**src/rtl/a2d_pkg.sv**
```systemverilog
// Shared types and constants for the A2D SPI front-end.
package a2d_pkg;

    typedef enum logic [2:0] {
        IDLE,
        XFER1,
        GAP,
        XFER2,
        DONE
    } a2d_state_t;

    localparam logic [10:0] A2D_CMD_PAD    = 11'h000;
    localparam int          A2D_SCLK_DIV_W = 5;

    // Channel command word: two zero bits, channel, zero padding.
    function automatic logic [15:0] a2d_cmd(input logic [2:0] ch);
        return {2'b00, ch, A2D_CMD_PAD};
    endfunction

endpackage

```
**src/rtl/a2d_intf_spi.sv**
```systemverilog
// 16-bit SPI master: SCLK divider, bit counter, shifter and SS_n/SCLK/MOSI registers.
module spi_mstr16
    import a2d_pkg::*;
#(
    parameter int SCLK_DIV_W = A2D_SCLK_DIV_W
) (
    input  logic        clk,
    input  logic        rst,
    input  logic        wrt,
    input  logic [15:0] cmd,
    output logic        done,
    output logic [15:0] rd_data,
    output logic        SS_n,
    output logic        SCLK,
    output logic        MOSI,
    input  logic        MISO
);

    logic                  busy_q;
    logic                  ss_n_q;
    logic [SCLK_DIV_W-1:0] div_q;
    logic [3:0]            bit_cnt_q;
    logic [15:0]           shreg_q;
    logic                  shift;

    // Shift on the last divider count, which is the edge where SCLK rises.
    assign shift   = busy_q && (&div_q);
    // done marks the cycle of the final shift; rd_data is the word completed on that edge.
    assign done    = shift && (&bit_cnt_q);
    assign rd_data = {shreg_q[14:0], MISO};

    always_ff @(posedge clk or posedge rst) begin
        if (rst) begin
            busy_q    <= 1'b0;
            ss_n_q    <= 1'b1;
            div_q     <= '0;
            bit_cnt_q <= '0;
            shreg_q   <= '0;
        end else if (wrt && !busy_q) begin
            busy_q    <= 1'b1;
            ss_n_q    <= 1'b0;
            div_q     <= '0;
            bit_cnt_q <= '0;
            shreg_q   <= cmd;
        end else if (busy_q) begin
            div_q <= div_q + 1'b1;
            if (shift) begin
                shreg_q   <= {shreg_q[14:0], MISO};
                bit_cnt_q <= bit_cnt_q + 1'b1;
                if (done) begin
                    busy_q <= 1'b0;
                    ss_n_q <= 1'b1;
                end
            end
        end
    end

    // The divider wraps to zero after the final shift, so SCLK idles high.
    assign SS_n = ss_n_q;
    assign SCLK = ~div_q[SCLK_DIV_W-1];
    assign MOSI = shreg_q[15];

endmodule

```
**src/rtl/a2d_intf.sv**
```systemverilog
// A2D conversion sequencer: command transfer, SS_n gap, read transfer, result pulse.
// Define A2D_INVERT_EN to store the inverted conversion in res.
module a2d_intf
    import a2d_pkg::*;
#(
    parameter int SCLK_DIV_W = A2D_SCLK_DIV_W,
    parameter int GAP_CLKS   = 32
) (
    input  logic        clk,
    input  logic        rst,
    input  logic        strt_cnv,
    input  logic [2:0]  chnnl,
    output logic        cnv_cmplt,
    output logic [11:0] res,
    output logic        SS_n,
    output logic        SCLK,
    output logic        MOSI,
    input  logic        MISO
);

    localparam int GAP_W = $clog2(GAP_CLKS) + 1;

    a2d_state_t       state_q, state_d;
    logic [2:0]       chnnl_q, chnnl_d;
    logic [GAP_W-1:0] gap_cnt_q, gap_cnt_d;
    logic [11:0]      res_q, res_d;
    logic             cnv_cmplt_q, cnv_cmplt_d;

    logic             spi_wrt;
    logic             spi_done;
    logic [15:0]      spi_cmd;
    logic [15:0]      spi_rd_data;
    logic [11:0]      rx_res;
    logic             unused_rd_hi;

`ifdef A2D_INVERT_EN
    assign rx_res = ~spi_rd_data[11:0];
`else
    assign rx_res = spi_rd_data[11:0];
`endif
    assign unused_rd_hi = ^spi_rd_data[15:12];

    always_comb begin
        state_d     = state_q;
        chnnl_d     = chnnl_q;
        gap_cnt_d   = '0;
        res_d       = res_q;
        cnv_cmplt_d = 1'b0;
        spi_wrt     = 1'b0;
        spi_cmd     = a2d_cmd(chnnl_q);
        case (state_q)
            IDLE: begin
                // The live channel feeds the first command so SS_n can fall on the next edge.
                if (strt_cnv) begin
                    chnnl_d = chnnl;
                    spi_cmd = a2d_cmd(chnnl);
                    spi_wrt = 1'b1;
                    state_d = XFER1;
                end
            end
            XFER1: begin
                if (spi_done) state_d = GAP;
            end
            GAP: begin
                if (gap_cnt_q == GAP_W'(GAP_CLKS - 1)) begin
                    spi_wrt = 1'b1;
                    state_d = XFER2;
                end else begin
                    gap_cnt_d = gap_cnt_q + 1'b1;
                end
            end
            XFER2: begin
                if (spi_done) begin
                    res_d       = rx_res;
                    cnv_cmplt_d = 1'b1;
                    state_d     = DONE;
                end
            end
            DONE:    state_d = IDLE;
            default: state_d = IDLE;
        endcase
    end

    always_ff @(posedge clk or posedge rst) begin
        if (rst) begin
            state_q     <= IDLE;
            chnnl_q     <= '0;
            gap_cnt_q   <= '0;
            res_q       <= '0;
            cnv_cmplt_q <= 1'b0;
        end else begin
            state_q     <= state_d;
            chnnl_q     <= chnnl_d;
            gap_cnt_q   <= gap_cnt_d;
            res_q       <= res_d;
            cnv_cmplt_q <= cnv_cmplt_d;
        end
    end

    spi_mstr16 #(
        .SCLK_DIV_W(SCLK_DIV_W)
    ) u_spi (
        .clk     (clk),
        .rst     (rst),
        .wrt     (spi_wrt),
        .cmd     (spi_cmd),
        .done    (spi_done),
        .rd_data (spi_rd_data),
        .SS_n    (SS_n),
        .SCLK    (SCLK),
        .MOSI    (MOSI),
        .MISO    (MISO)
    );

    assign cnv_cmplt = cnv_cmplt_q;
    assign res       = res_q;

endmodule

```
**config.mk**
```make
export PLATFORM = sky130hd
export DESIGN_NAME = a2d_intf
export DESIGN_NICKNAME = d
export VERILOG_FILES = /design/src/rtl/a2d_pkg.sv /design/src/rtl/a2d_intf_spi.sv /design/src/rtl/a2d_intf.sv
export SDC_FILE = /design/constraint.sdc
export NUM_CORES = 1
export LEC_CHECK = 0
export CAP_MARGIN = 20
export CORE_MARGIN = 1.5
export CORE_UTILIZATION = 50
export DETAILED_ROUTE_END_ITERATION = 12
export GPL_TIMING_DRIVEN = 0
export PLACE_DENSITY = 0.77
export SYNTH_ARGS = -nofsm -noshare
export SYNTH_HDL_FRONTEND = slang
export SYNTH_HIERARCHICAL = 1
export SYNTH_SLANG_ARGS = --single-unit
```
**constraint.sdc**
```tcl
create_clock -name clk -period 2.8 [get_ports clk]
set_input_delay 0.7 -clock clk [delete_from_list [all_inputs] [get_ports clk]]
set_output_delay 0.7 -clock clk [all_outputs]
set_load 0.01 [all_outputs]
```
# == Word-level counts from Yosys, hierarchy flattened ==
# Cells that the tools add are included.
# totals
register_bits,52
in_bits,7
word_cells,67
out_inout_bits,16
# classes
bitwise,1
reduce_logical,15
n_mux,30
n_addsub,3
n_eq_ne,8
# ops
operator,count
$mux W16,3
$mux W14,2
$mux W1,12
$mux W3,4
$mux W4,3
$mux W6,2
$pmux W3 S4,1
$mux W5,2
$ne A2 B2 Y1 const B,4
$reduce_and A4 Y1,2
$add A6 B1 Y6 const B,1
$eq A3 B2 Y1 const B,2
$eq A6 B5 Y1 const B,1
$reduce_and A2 Y1,3
$reduce_bool A2 Y1,3
$add A5 B1 Y5 const B,1
$reduce_and A5 Y1,1
$add A4 B1 Y4 const B,1
$eq A3 B1 Y1 const B,1
$logic_and A1 B1 Y1,3
$logic_not A3 Y1,1
$reduce_and A3 Y1,1
$pmux W1 S2,1
$logic_not A1 Y1,1
$not A1 Y1,1

# == Logic depth before layout (Yosys ltp) ==
# logic_depth
depth_word,7
depth_mapped,9
ltp_nobuf,8

# == Cells and area by module ==
# The synthesis kept the hierarchy.
# modules_own_cells
mod,seq_area_each_um2,cells_per_inst,n_inst,area_each_um2
spi_mstr16,676.9,117,1,1287.5
a2d_intf,625.6,79,1,1061.0

# == Worst setup path after synthesis ==
# OpenSTA, ideal clock, no wires.
# synth_timing
path_type,reg-to-reg
startpoint,reg u_spi.div_q[0]
endpoint,"reg res_q[0], in the netlist res[0]"
path_stages_with_launch,10
arrival_ns,1.902
path_slack_ns,0.773
setup_time_ns,0.125
t_required_ns,2.675
synth_period_minus_slack_ns,2.027
path_buffers,1
cell_sequence,dfrtp_1 -> ha_1 -> and3_1 -> ha_1 -> nand3_2 -> nor2_2 -> nand2_4 -> nor3_4 -> buf_6 -> mux2_2
# synth_via
elab_chain_cells,4
# synth_rtl
element,line_no,source
from (decl),a2d_intf_spi.sv:21,logic [SCLK_DIV_W-1:0] div_q;
from (signal assigned),a2d_intf_spi.sv:46,div_q <= div_q + 1'b1;
$reduce_and A5 Y1,a2d_intf_spi.sv:27,assign shift = busy_q && (&div_q);
$logic_and A1 B1 Y1,a2d_intf_spi.sv:27,
$logic_and A1 B1 Y1,a2d_intf_spi.sv:29,assign done = shift && (&bit_cnt_q);
named net spi_done,a2d_intf.sv:30,logic spi_done;
$reduce_and A2 Y1 (no line),n/a,
to (signal assigned),a2d_intf.sv:95,res_q <= res_d;
to (decl),a2d_intf.sv:26,"logic [11:0] res_q, res_d;"
# The timed path passes the listed nets, and every way through them passes these cells.
# A chain may end at the register's enable or synchronous reset.

# == Worst setup path after layout ==
# layout_timing
startpoint,reg u_spi.div_q[0]
endpoint,"reg res_q[8], in the netlist res[8]"
# The elaborated chain is that of the path after synthesis.

==> impl_metrics.ini <==
[power_and_ir_drop]
p_int_mw = 1.01
seq_power_share_pct = 60.0
switchingPower_mw = 0.276
cellLeakagePower_nw = 1.37
power_mw = 1.29
pwr-share-clk_pct = 35.5
comb_power_share_pct = 4.5
p_sw_share_pct = 21.4
irDropWorstVdd_mv = 0.304
power_density_nw_per_um2 = 455

[logic_synthesis]
netlist_instances = 196
muxShareOfSynthArea_pct = 15.9
synth_top_family_by_area = multiplexers
synth-simple-area-share_pct = 11.6
ys_warn_count = 6
synth_compound_area_share_pct = 7.14
synth-xor-area-share_pct = 2.98
syn-cell-area_sq_um = 2350
yosysUniqueCellTypes = 34
avgSynthCellArea_sq_um = 12.0
ys_seq_area_share_pct = 55.5
synthAdderAreaFrac_pct = 2.13
ys_ff_latch = 52

[global_routing]
grt_pass1_vias = 1533
track_usage_pct = 18.2
grt_max_degree = 26
antenna_found_initial = 0
grt_first_pass_wirelength_mm = 7.13
grt_overflow_total = 0

[sta]
post-route-period-util_pct = 82.8
fmax_mhz = 432
holdWs_ns = 0.484
layout_setup_ws_ns = 0.483
period_minus_slack_ns = 2.32
finalSetupViolations = 0
fin_tns_setup_ns = 0
hold_viol = 0
rsz0062_at_grt = false
finClkSkew_ns = 0.00420
drv_slew = 0

[route]
vias = 1518
wl_mm = 4.08
ant_nets = 0
drt_pass1_iterations = 6
via_per_inst = 5.22
wire_per_inst_um = 14.0
post-route-drc-count = 0
drtIter0Drc = 85

[critical_path]
rr_endpoint = res[8]$_DFFE_PP0P_
critPathMaxStageDelay_ns = 0.39
crit_top_cell = ha_1
worstPathMaxFanout = 10
start_kind = flip-flop
rrSetupSlack_ns = 0.48
worstRegToRegCells = 9
path_depth = 9
worstPathCellList = ha_1 -> and3_1 -> ha_1 -> nand3_2 -> nor2_2 -> nand2_4 -> nor3_4 -> buf_6 -> mux2_2
worst_path_max_delay_cell = dfrtp_1
cpLargestDelayFamily = simple AND/OR/NAND/NOR gates
crit_buf_inv = 1
crit_required_ns = 2.99
cp.arrival_ns = 2.51
critPathLaunch = u_spi/div_q[0]$_DFFE_PP0P_
reg2reg_from = u_spi/div_q[0]$_DFFE_PP0P_
crit_type = flip-flop to flip-flop
cp-end-kind = flip-flop

[hold_path]
min_from = gap_cnt_q[0]$_DFF_PP0_
hold_path_depth = 1
hold_path_class = flip-flop to flip-flop
hold_end = gap_cnt_q[0]$_DFF_PP0_

[placed_design]
pre_cts_slack_ns = 0.263
dp_hpwl_mm = 2.83
io_buffers = 22
place.gp.congestion = 0.795

[layout]
nNetsFinal = 250
regArea_sq_um = 1300
mostFrequentLayoutCells = dfrtp_1, clkdlybuf4s50_1, nand2_1
layout-drive-gt1-share_pct = 18.4
layout_commonest_cell = dfrtp_1
area_delta_synth_final_pct = 20.5
multi_input_area_sq_um = 982
fillers = 366
antenna_cells = 0
fin_util_pct = 63.7

[cts]
ctsHtreeMaxLevel = 2
root_buffer = clkbuf_8
cts_tree = built
clock_path_buffers = 2
clock-sinks = 52
cts.reportedPaths.clkPinSlew_ns = 0.09
cts_setup_buffers = 0
ctsHoldBuffers = 0
worstSkewPairLatency_ns = 0.31
post_cts_resized = 0
numCtsBuffers = 5

[die]
core_area_sq_um = 4440
std_cell_rows = 24
die_h_um = 71.5
die_w_um = 71.5
start_util_pct = 52.8
dieArea_sq_um = 5120
io_pins = 23

[run_status]
status = complete, no violations

[run]
maxCapViolations = 0
-- cells in the mapped netlist --
cell	count	area share [%]
dfrtp_1	51	54
o21ai_0	10	2.1
or2b_1	1	0.32
nor2_2	1	0.27
dfstp_2	1	1.1
nand3_1	6	1.3
nor3_1	2	0.43
o211ai_1	2	0.64
a21oi_1	2	0.43
o31ai_1	2	0.64
nor2_1	11	1.8
nand4_1	1	0.27
nand2b_1	2	0.53
or3_1	1	0.27
nand2_2	1	0.27
conb_1	1	0.16
nand3_2	1	0.43
a22o_1	3	1.1
and3_1	1	0.27
ha_1	4	2.1
nor2b_1	1	0.27
mux2_2	19	9.1
xnor2_1	3	1.1
o21a_1	1	0.32
o21ai_1	7	1.5
inv_1	6	0.96
nand2_4	1	0.48
buf_6	5	2.4
nor3_4	2	1.4
o31a_1	1	0.37
xor2_1	5	1.9
nand2_1	21	3.4
buf_4	4	1.3
mux2i_1	16	6.8
-- worst max path at each step --
stage,endpoint,slack [ns]
CTS,res[7]$_DFFE_PP0P_,0.43
floorplan,res[0]$_DFFE_PP0P_,0.77
global placement,u_spi/shreg_q[6]$_DFFE_PP0P_,0.27
finish,res[8]$_DFFE_PP0P_,0.48
detailed placement,u_spi/shreg_q[8]$_DFFE_PP0P_,0.26
global route,res[3]$_DFFE_PP0P_,0.33
-- stage by stage --
step	cell area (sq um)	instances
after floorplan	2390	208
after global placement	2680	282
after detailed placement	2710	283
after CTS	2800	290
after global routing	2830	291
final	2830	291
-- metal layers --
metal | vias up | routed length [um] | GRT usage (%)
met5 | - | 0 | 0
met4 | 0 | 76 | 7.55
met3 | 7 | 144 | 3.80
met2 | 32 | 1860 | 29.5
met1 | 735 | 2000 | 24.0
li1 | 744 | - | -
-- power by group through the flow --
stage / logic, mW / clock network (mW) / registers [mW]
finish: 0.0581 / 0.457 / 0.774
global route: 0.0666 / 0.498 / 0.776
CTS: 0.0551 / 0.471 / 0.774
detailed placement: 0.0548 / 0 / 0.789
global placement: 0.0483 / 0 / 0.789
floorplan: 0.0307 / 0 / 0.786
-- flip-flops by register name, summed over array words and instances, names as in the netlist --
register / count
u_spi/shreg_q: 16
res: 12
gap_cnt_q: 6
u_spi/div_q: 5
u_spi/bit_cnt_q: 4
chnnl_q: 3
state_q: 3
cnv_cmplt: 1
u_spi/SS_n: 1
u_spi/busy_q: 1
-- worst register-to-register path, delay by kind of cell, from the launching register on --
family | cells | cell delay [ns]
DFF | 1 | 0.39
and+or+nand+nor | 5 | 0.85
muxes | 1 | 0.34
adders and majority gates | 2 | 0.42
buffers and inverters | 1 | 0.20
-- cell type report --
| class | instances | share of cell area [%] |
|---|---|---|
| Clock buffer | 7 | 3.40 |
| Buffer | 9 | 3.05 |
| Tap cell | 52 | 2.30 |
| Multi-Input combinational cell | 141 | 34.7 |
| Inverter | 6 | 0.796 |
| Timing Repair Buffer | 24 | 9.73 |
| Sequential cell | 52 | 46.0 |
-- kinds of logic after synthesis --
logic type | after synthesis
multiplexers | 35
flip-flops | 52
AND/OR/NAND/NOR | 53
adder cells (fa/ha/maj) | 4
XOR/XNOR | 8
other | 1
buffers and inverters | 15
AO/OA/AOI/OAI | 28
(Power assumes the default switching activity.)
